## src/rtl/pipeline_hazard_ctrl.sv

```systemverilog
//----------------------------------------------------------------------------
// pipeline_hazard_ctrl
//
// Hazard and sequencing controller for a classic five-stage in-order
// pipeline (IF, ID, EX, MEM, WB). The controller does the following:
//   - tracks which stages hold a real instruction,
//   - detects data hazards between the ID sources and older destinations,
//   - selects EX operand forwarding,
//   - applies control-flow redirects resolved in MEM,
//   - drains the pipeline after a halt instruction,
//   - guards the run with a cycle-limit watchdog.
//
// Build option (macro HAZARD_FORWARDING_EN):
//   defined   : EX operands are forwarded from MEM/WB. Only a load in EX
//               whose destination feeds the ID instruction stalls, for
//               one cycle.
//   undefined : no forwarding (fwd_a = fwd_b = 00). ID stalls while any
//               valid, writing EX/MEM/WB instruction targets one of its
//               sources.
//
// Parameters
//   REG_AW       register-address width
//   CNT_W        cycle-counter width
//   CYCLE_LIMIT  cycle count at which the run is declared timed out
//
// Ports
//   clk, rst                      clock and synchronous active-high reset
//   id_rs, id_rt                  ID source registers
//   id_uses_rs, id_uses_rt        ID instruction actually reads rs / rt
//   id_halt                       ID instruction is the halt word
//   ex_rs, ex_rt                  EX source registers (forwarding targets)
//   ex_regwrite, ex_memread       EX control bits
//   ex_dst, mem_dst, wb_dst       destination registers per stage
//   mem_regwrite, wb_regwrite     MEM / WB write enables
//   mem_redirect                  taken branch or jump resolved in MEM
//   pc_en, if_id_en               PC and IF/ID load enables
//   if_id_flush, id_ex_flush,
//   ex_mem_flush                  insert a bubble at the next edge
//   fwd_a, fwd_b                  00 regfile, 01 EX/MEM result, 10 WB value
//   stage_valid                   {WB, MEM, EX, ID} valid bits
//   state                         0 RUN, 1 DRAIN, 2 DONE, 3 TIMEOUT
//   cycle_count                   cycles spent in RUN/DRAIN since reset
//   halted, timeout               terminal-state flags
//----------------------------------------------------------------------------
module pipeline_hazard_ctrl #(
    parameter int REG_AW      = 5,
    parameter int CNT_W       = 32,
    parameter int CYCLE_LIMIT = 10000
) (
    input  logic              clk,
    input  logic              rst,
    input  logic [REG_AW-1:0] id_rs,
    input  logic [REG_AW-1:0] id_rt,
    input  logic              id_uses_rs,
    input  logic              id_uses_rt,
    input  logic              id_halt,
    input  logic [REG_AW-1:0] ex_rs,
    input  logic [REG_AW-1:0] ex_rt,
    input  logic              ex_regwrite,
    input  logic              ex_memread,
    input  logic [REG_AW-1:0] ex_dst,
    input  logic [REG_AW-1:0] mem_dst,
    input  logic [REG_AW-1:0] wb_dst,
    input  logic              mem_regwrite,
    input  logic              wb_regwrite,
    input  logic              mem_redirect,
    output logic              pc_en,
    output logic              if_id_en,
    output logic              if_id_flush,
    output logic              id_ex_flush,
    output logic              ex_mem_flush,
    output logic [1:0]        fwd_a,
    output logic [1:0]        fwd_b,
    output logic [3:0]        stage_valid,
    output logic [1:0]        state,
    output logic [CNT_W-1:0]  cycle_count,
    output logic              halted,
    output logic              timeout
);

    typedef enum logic [1:0] {
        RUN     = 2'd0,
        DRAIN   = 2'd1,
        DONE    = 2'd2,
        TIMEOUT = 2'd3
    } state_t;

    localparam logic [REG_AW-1:0] REG_ZERO  = {REG_AW{1'b0}};
    localparam logic [CNT_W-1:0]  CNT_ZERO  = {CNT_W{1'b0}};
    localparam logic [CNT_W-1:0]  CNT_ONE   = {{(CNT_W-1){1'b0}}, 1'b1};
    localparam logic [CNT_W-1:0]  CNT_LIMIT = CNT_W'(CYCLE_LIMIT);

    // Register 0 is hard-wired, so a write to it never creates a dependency.
    function automatic logic dst_hits_id(
        input logic [REG_AW-1:0] dst,
        input logic [REG_AW-1:0] rs,
        input logic [REG_AW-1:0] rt,
        input logic              use_rs,
        input logic              use_rt
    );
        logic hit;
        if (dst != REG_ZERO) begin
            hit = (use_rs && (dst == rs)) || (use_rt && (dst == rt));
        end else begin
            hit = 1'b0;
        end
        return hit;
    endfunction

    // The youngest producer (MEM) wins over WB when both target the source.
    function automatic logic [1:0] fwd_select(
        input logic [REG_AW-1:0] src,
        input logic              mem_ok,
        input logic [REG_AW-1:0] mdst,
        input logic              wb_ok,
        input logic [REG_AW-1:0] wdst
    );
        logic [1:0] sel;
        if (mem_ok && (mdst != REG_ZERO) && (mdst == src)) begin
            sel = 2'b01;
        end else if (wb_ok && (wdst != REG_ZERO) && (wdst == src)) begin
            sel = 2'b10;
        end else begin
            sel = 2'b00;
        end
        return sel;
    endfunction

    // Registered state
    state_t             state_r;
    logic [3:0]         valid_r;     // {WB, MEM, EX, ID}
    logic [2:0]         marker_r;    // halt position {WB, MEM, EX}
    logic [CNT_W-1:0]   count_r;

    // Next-state values
    state_t             state_nom_s;
    state_t             state_s;
    logic [3:0]         valid_s;
    logic [2:0]         marker_s;
    logic [CNT_W-1:0]   count_s;
    logic [CNT_W-1:0]   count_inc_s;
    logic               running_s;
    logic               limit_hit_s;

    // Hazard / forwarding terms
    logic               id_v_s;
    logic               ex_v_s;
    logic               mem_v_s;
    logic               wb_v_s;
    logic               mem_fwd_ok_s;
    logic               wb_fwd_ok_s;
    logic               ex_hit_s;
    logic               hazard_s;
    logic               redirect_s;
    logic [1:0]         fwd_a_raw_s;
    logic [1:0]         fwd_b_raw_s;
    logic               unused_cfg_s;

    // Control outputs before the reset override
    logic               pc_en_s;
    logic               if_id_en_s;
    logic               if_id_flush_s;
    logic               id_ex_flush_s;
    logic               ex_mem_flush_s;
    logic [1:0]         fwd_a_s;
    logic [1:0]         fwd_b_s;

    assign id_v_s       = valid_r[0];
    assign ex_v_s       = valid_r[1];
    assign mem_v_s      = valid_r[2];
    assign wb_v_s       = valid_r[3];
    assign mem_fwd_ok_s = mem_v_s & mem_regwrite;
    assign wb_fwd_ok_s  = wb_v_s & wb_regwrite;
    assign ex_hit_s     = dst_hits_id(ex_dst, id_rs, id_rt, id_uses_rs, id_uses_rt);
    assign redirect_s   = mem_v_s & mem_redirect;

`ifdef HAZARD_FORWARDING_EN
    // With forwarding, only a load result is too late for the next EX.
    assign hazard_s     = id_v_s & ex_v_s & ex_memread & ex_hit_s;
    assign fwd_a_raw_s  = fwd_select(ex_rs, mem_fwd_ok_s, mem_dst, wb_fwd_ok_s, wb_dst);
    assign fwd_b_raw_s  = fwd_select(ex_rt, mem_fwd_ok_s, mem_dst, wb_fwd_ok_s, wb_dst);
    assign unused_cfg_s = ex_regwrite;
`else
    logic mem_hit_s;
    logic wb_hit_s;
    assign mem_hit_s    = dst_hits_id(mem_dst, id_rs, id_rt, id_uses_rs, id_uses_rt);
    assign wb_hit_s     = dst_hits_id(wb_dst, id_rs, id_rt, id_uses_rs, id_uses_rt);
    // Without forwarding, ID waits until every pending writer has retired.
    assign hazard_s     = id_v_s & ((ex_v_s & ex_regwrite & ex_hit_s) |
                                    (mem_fwd_ok_s & mem_hit_s) |
                                    (wb_fwd_ok_s & wb_hit_s));
    assign fwd_a_raw_s  = 2'b00;
    assign fwd_b_raw_s  = 2'b00;
    assign unused_cfg_s = ^{ex_rs, ex_rt, ex_memread};
`endif

    assign running_s   = (state_r == RUN) || (state_r == DRAIN);
    assign count_inc_s = count_r + CNT_ONE;
    // The watchdog overrides any other transition taken in the same cycle.
    assign limit_hit_s = running_s && (count_inc_s >= CNT_LIMIT);
    assign state_s     = limit_hit_s ? TIMEOUT : state_nom_s;

    // Next-state, pipeline-valid bookkeeping and control outputs
    always_comb begin
        state_nom_s    = state_r;
        valid_s        = valid_r;
        marker_s       = marker_r;
        count_s        = count_r;
        pc_en_s        = 1'b1;
        if_id_en_s     = 1'b1;
        if_id_flush_s  = 1'b0;
        id_ex_flush_s  = 1'b0;
        ex_mem_flush_s = 1'b0;
        fwd_a_s        = fwd_a_raw_s;
        fwd_b_s        = fwd_b_raw_s;
        case (state_r)
            RUN: begin
                count_s = count_inc_s;
                if (redirect_s) begin
                    // Redirect beats a load-use stall: everything younger
                    // than the branch is wrong-path.
                    if_id_flush_s  = 1'b1;
                    id_ex_flush_s  = 1'b1;
                    ex_mem_flush_s = 1'b1;
                    valid_s        = {mem_v_s, 3'b000};
                end else if (hazard_s) begin
                    // Hold PC and ID, send a bubble into EX.
                    pc_en_s       = 1'b0;
                    if_id_en_s    = 1'b0;
                    id_ex_flush_s = 1'b1;
                    valid_s       = {mem_v_s, ex_v_s, 1'b0, id_v_s};
                end else if (id_v_s && id_halt) begin
                    valid_s     = {mem_v_s, ex_v_s, id_v_s, 1'b1};
                    marker_s    = 3'b001;
                    state_nom_s = DRAIN;
                end else begin
                    valid_s = {mem_v_s, ex_v_s, id_v_s, 1'b1};
                end
            end
            DRAIN: begin
                count_s = count_inc_s;
                if (redirect_s && (marker_r[0] || marker_r[1])) begin
                    // The halt was fetched down a wrong path: drop it and resume.
                    if_id_flush_s  = 1'b1;
                    id_ex_flush_s  = 1'b1;
                    ex_mem_flush_s = 1'b1;
                    valid_s        = {mem_v_s, 3'b000};
                    marker_s       = 3'b000;
                    state_nom_s    = RUN;
                end else begin
                    pc_en_s       = 1'b0;
                    if_id_flush_s = 1'b1;
                    valid_s       = {mem_v_s, ex_v_s, id_v_s, 1'b0};
                    marker_s      = {marker_r[1:0], 1'b0};
                    if (marker_r[2]) begin
                        state_nom_s = DONE;
                    end else begin
                        state_nom_s = DRAIN;
                    end
                end
            end
            DONE, TIMEOUT: begin
                pc_en_s    = 1'b0;
                if_id_en_s = 1'b0;
                fwd_a_s    = 2'b00;
                fwd_b_s    = 2'b00;
            end
            default: begin
                state_nom_s = RUN;
                valid_s     = 4'b0000;
                marker_s    = 3'b000;
                count_s     = CNT_ZERO;
            end
        endcase
    end

    // State, valid, halt-marker and cycle-counter registers
    always_ff @(posedge clk) begin
        if (rst) begin
            state_r  <= RUN;
            valid_r  <= 4'b0000;
            marker_r <= 3'b000;
            count_r  <= CNT_ZERO;
        end else begin
            state_r  <= state_s;
            valid_r  <= valid_s;
            marker_r <= marker_s;
            count_r  <= count_s;
        end
    end

    // While reset is asserted the front end keeps fetching and nothing is flushed.
    assign pc_en        = rst ? 1'b1  : pc_en_s;
    assign if_id_en     = rst ? 1'b1  : if_id_en_s;
    assign if_id_flush  = rst ? 1'b0  : if_id_flush_s;
    assign id_ex_flush  = rst ? 1'b0  : id_ex_flush_s;
    assign ex_mem_flush = rst ? 1'b0  : ex_mem_flush_s;
    assign fwd_a        = rst ? 2'b00 : fwd_a_s;
    assign fwd_b        = rst ? 2'b00 : fwd_b_s;

    assign stage_valid  = valid_r;
    assign state        = state_r;
    assign cycle_count  = count_r;
    assign halted       = (state_r == DONE);
    assign timeout      = (state_r == TIMEOUT);

endmodule

```

## config.mk

```make
export PLATFORM = sky130hd
export DESIGN_NAME = pipeline_hazard_ctrl
export DESIGN_NICKNAME = d
export VERILOG_FILES = /design/src/rtl/pipeline_hazard_ctrl.sv
export SDC_FILE = /design/constraint.sdc
export NUM_CORES = 1
export LEC_CHECK = 0
export CORE_AREA = 3 3 85 87
export DETAILED_ROUTE_END_ITERATION = 6
export DIE_AREA = 0 0 88 90
export PLACE_DENSITY = 0.8
export SETUP_SLACK_MARGIN = 0.4
export SLEW_MARGIN = 30
export SYNTH_ARGS = -nofsm -noshare
export SYNTH_HDL_FRONTEND = slang
export SYNTH_SLANG_ARGS = --single-unit
```

## constraint.sdc

```tcl
create_clock -name clk -period 3 [get_ports clk]
set_input_delay 0.45 -clock clk [delete_from_list [all_inputs] [get_ports clk]]
set_output_delay 0.45 -clock clk [all_outputs]
set_load 0.01 [all_outputs]
```

==> Word level (Yosys, flattened, before mapping) <==
Cells that the tools add are included.
{ "totals": {"ff_bits": 41, "in_bits": 45, "out_inout_bits": 49, "elab_cells": 93} }
{ "op_classes": {"addsub": 1, "magnitude_cmp": 1, "n_eq_ne": 16, "n_mux": 35, "n_bitwise": 10, "reduce_logical": 25} }
{ "ops": {"columns": ["cell", "n"], "rows": [
  ["adder 32 x 1 -> 32 bit (second input constant)", 1],
  [">= comparator 32 x 14 -> 1 bit (second input constant)", 1],
  ["equality test 5 bit", 6],
  ["2-to-1 mux 3 bit", 6],
  ["nonzero test 5 bit", 3],
  ["2-to-1 mux 1 bit", 14],
  ["2-to-1 mux 2 bit", 7],
  ["logical AND 1 bit", 9],
  ["inequality test 3 bit (second input constant)", 3],
  ["AND 1 bit", 8],
  ["one-hot mux 1 bit (2 select lines)", 4],
  ["one-hot mux 4 bit (2 select lines)", 1],
  ["AND reduction 4 bit", 2],
  ["one-hot mux 3 bit (2 select lines)", 1],
  ["logical OR 1 bit", 5],
  ["equality test 2 bit (second input constant)", 2],
  ["inequality test 2 bit (second input constant)", 2],
  ["one-hot mux 2 bit (2 select lines)", 1],
  ["OR reduction 2 bit", 2],
  ["inequality test 3 x 2 -> 1 bit (second input constant)", 1],
  ["one-hot mux 1 bit (3 select lines)", 1],
  ["nonzero test 3 bit", 1],
  ["equality test 2 x 1 -> 1 bit (second input constant)", 1],
  ["logical NOT 2 bit", 1],
  ["other kinds (4)", 5]
]} }

==> Longest topological paths before layout <==
{ "logic_depth": {"ltp_word": 12, "depth_mapped": 8, "depth_no_buf": 7} }

==> Least setup slack after synthesis <==
OpenSTA, ideal clock, no wires.
{ "synth_path": {"path_type": "input port to output port", "startpoint": "input ex_dst[0]", "endpoint": "output pc_en", "t_arrival_ns": 1.887, "t_required_ns": 2.550, "path_slack_ns": 0.663, "stages": 5, "path_buffers": 0, "path_cell_list": "or3_1 > o311a_1 > a22oi_1 > a21oi_1 > o31ai_1"} }
{ "synth_between": {"elab_chain_len": 12, "word_cells_on_any_way": 15, "cone_classes": "2 x eq/ne; 5 x mux; 4 x bitwise; 4 x reduce/logical"} }
{ "synth_rtl": {"columns": ["item", "line", "rtl"], "rows": [
  ["from (decl)", "61", "input logic [REG_AW-1:0] ex_dst,"],
  ["equality test 5 bit", "103", "hit = (use_rs && (dst == rs)) || (use_rt && (dst == rt));"],
  ["logical AND 1 bit", "103", null],
  ["logical OR 1 bit", "103", null],
  ["2-to-1 mux 1 bit *", "102", "if (dst != REG_ZERO) begin"],
  ["AND 1 bit *", "189", "assign hazard_s = id_v_s & ((ex_v_s & ex_regwrite & ex_hit_s) |"],
  ["bitwise OR 1 bit *", "189", null],
  ["bitwise OR 1 bit *", "190", "(mem_fwd_ok_s & mem_hit_s) |"],
  ["AND 1 bit *", "189", null],
  ["2-to-1 mux 1 bit *", "226", "end else if (hazard_s) begin"],
  ["2-to-1 mux 1 bit *", "219", "if (redirect_s) begin"],
  ["one-hot mux 1 bit (3 select lines) *", "216", "case (state_r)"],
  ["2-to-1 mux 1 bit *", "293", "assign pc_en = rst ? 1'b1 : pc_en_s;"],
  ["to (decl)", "67", "output logic pc_en,"]
]} }
Every way passes the cells marked *; elsewhere a longest branch is shown, timed or not.

==> Final worst setup path <==
{ "layout_path": {"startpoint": "input id_rt[3]", "endpoint": "output id_ex_flush"} }
{ "layout_between": {"elab_chain_len": 12, "word_cells_on_any_way": 22, "cone_classes": "3 x eq/ne; 7 x mux; 6 x bitwise; 6 x reduce/logical"} }
{ "layout_rtl": {"columns": ["item", "line", "rtl"], "rows": [
  ["from (decl)", "53", "input logic [REG_AW-1:0] id_rt,"],
  ["equality test 5 bit", "103", null],
  ["logical AND 1 bit", "103", null],
  ["logical OR 1 bit", "103", null],
  ["2-to-1 mux 1 bit", "102", null],
  ["AND 1 bit (on tied branches)", "189, 190", null],
  ["bitwise OR 1 bit", "189", null],
  ["bitwise OR 1 bit *", "190", null],
  ["AND 1 bit *", "189", null],
  ["2-to-1 mux 1 bit *", "226", null],
  ["2-to-1 mux 1 bit *", "219", null],
  ["one-hot mux 1 bit (2 select lines) *", "216", null],
  ["2-to-1 mux 1 bit *", "296", "assign id_ex_flush = rst ? 1'b0 : id_ex_flush_s;"],
  ["to (decl)", "70", "output logic id_ex_flush,"]
]} }
Marked as above.

==> impl_metrics.ini <==
[layout]
mostFrequentLayoutCells = nor2_1 (56), clkdlybuf4s50_1 (49), xnor2_1 (43)
final_common_cell = nor2_1
drive_above_1_share = 0.1043
final_area_mm2 = 0.004006
layout.nets = 516
postLayoutCoreUtil = 0.6238
diodes = 0
synthToLayoutAreaGrowth_pct = 28.85

[global_route]
grt.met1_usage = 0.2935
track_usage = 0.2162
use_met3 = 0.03473
grt_pass1_vias = 2990
grt_pass1_wl_um = 14210
top_usage_layer = met2
use_met2 = 0.3480
antenna_found_initial = 0
grt.overflow.total = 0
grt_max_degree = 30

[synthesis]
synth_seq_cells = 41
synth-edff-count = 0
syn_avg_cell_area_um2 = 7.754
ys.flop_type = dfxtp_1
synth.distinct_cells = 58
netlist_top_cells_area = dfxtp_1 (26%), xnor2_1 (13%), nor2_1 (6.8%)
yosys_warnings = 0
synth_largest_area_cell = dfxtp_1
syn_area_mm2 = 0.003109
async_flop_share = 0
ys_seq_area_frac = 0.2640
synth_top_area_frac = 0.2640
synthCells = 401

[critical_path]
start_kind = input port
ff2ff_path_depth = 6
cp-end-kind = output pin
cp.required_ns = 2.55
crit_type = input port to output pin
slowest_delay_ns = 0.30
worstPathCellList = dlygate4sd2_1, xnor2_1, nand4_1, o22ai_1, a22oi_2, buf_4, a211o_1, a211oi_2, buf_2
crit_path_max_fanout = 3
crit_slowest_cell = a211o_1
arrival_ns = 2.20

[clock_tree]
clk_latency_ns = 0.30
cts_tree = yes
cts_htree_levels = 2
cts_sinks = 41
cts_buffers = 5
cts_root_buffer = clkbuf_8
cts.path.max_buffers = 2
clk_pin_slew_ns = 0.07

[timing]
fin_crit_ns = 2.653
hold_viol = 0
grt_setup_unrepaired = yes
finalSetupViolations = 0
slew_headroom = 0.5603
tns_ns = 0
worst_pin_slew_ns = 0.6536
fmax_mhz = 376.9
skew_ns = 0.01535
drv_slew = 0
fin_crit_sh = 0.8844

[floorplan]
die_area_mm2 = 0.007920
core_area_mm2 = 0.006422
die_y_um = 90
rows = 29
dieWidth_um = 88
start_util = 0.4841
top_level_ports = 94

[detailed_routing]
vias = 3203
drt-initial-drc-count = 215
via_per_inst = 5.856
first_pass_iters = 5
final_antenna_net_count = 0
drt-total-wl_um = 8660
remaining_drc_errors = 0
routedWlPerCell_um = 15.83

[pwr]
vdd.ir_drop.worst_mv = 0.2655
power_leakage_uw = 0.001436
cellPowerDensity_mw_per_mm2 = 300.3

[run_status]
outcome = completed

[placement]
place_area_mm2 = 0.003882
port_buffers = 78
dp_hpwl_um = 6408
gp_congestion = 0.9032

[job]
max_cap_viol_count = 0

[min_path]
whs_path_depth = 2
hp-class = flip-flop to flip-flop
## cell usage after synthesis (9+ instances only)
library cell / n
nor3_1: 12
xnor2_1: 46
nand3_1: 22
dfxtp_1: 41
nor4_1: 10
xor2_1: 19
buf_4: 9
o21ai_0: 10
nand2_1: 29
a21oi_1: 10
clkbuf_1: 14
nand4_1: 17
nor2_1: 56
## per-layer routing
metal	vias to the layer above	wire, um
li1	1554	-
met1	1498	3900
met2	137	4115
met3	14	505
met4	0	138
met5	-	0
## per-stage QoR
step / hold slack [ns] / instances / setup slack, ns / power (uW)
final: 0.5316 / 547 / 0.3468 / 1203
after CTS: 0.5404 / 547 / 0.3971 / 1208
after floorplan: 0.4791 / 404 / 0.6627 / 673.7
after detailed placement: 0.5240 / 538 / -0.2651 / 768.8
after global placement: 0.5127 / 538 / -0.2500 / 761.5
after global routing: 0.5590 / 547 / 0.3167 / 1254
## worst paths after layout
path | startpoint | to | slack [ns]
setup / recovery | id_rt[3] | id_ex_flush | 0.35
hold / removal | stage_valid[3] | stage_valid[3] | 0.53
setup reg to reg | cycle_count[14] | state[1] | 0.52
hold reg to reg | stage_valid[3] | stage_valid[3] | 0.53
## registers in the layout, summed over array words and instances, names as in the netlist
| register | cells |
|---|---|
| state | 2 |
| cycle_count | 32 |
| marker_r | 3 |
| stage_valid | 4 |
## cells by family after synthesis
family                     share of synthesized area
and+or+nand+nor                               0.3139
xor gates and xnor gates                      0.1831
AOI/OAI and AO/OA                             0.1401
DFF                                           0.2640
buffers and inverters                        0.06962
muxes                                        0.02012
adders and majority gates                   0.008047
other                                       0.001206
## worst max-delay path, delay by kind of cell
| family | cells | cell delay [ns] |
|---|---|---|
| and+or+nand+nor | 1 | 0.11 |
| buffers and inverters | 3 | 0.61 |
| AOI/OAI and AO/OA | 4 | 0.84 |
| xor gates and xnor gates | 1 | 0.20 |
## power breakdown
part	internal (uW)	leakage [uW]	switching (uW)
logic	92.6	0.00105	84.4
clock network	249	0.0000543	203
registers	555	0.000332	19.2
## layout make-up
type                            instances  area [um2]
Fill cell                             594        2416
Multi-Input combinational cell        325        2135
Sequential cell                        41       823.3
Timing Repair Buffer                   89       810.8
Tap cell                               77       96.34
Clock buffer                            5       68.82
Clock inverter                          3       46.29
Inverter                                7       26.28
## repair_timing
action,CTS,global route
setup endpoints to repair,3,7
pin swaps,9,12
hold buffers,0,0
buffers inserted,1,0
gates resized for setup,48,18
Power figures use the tool's default switching activity.
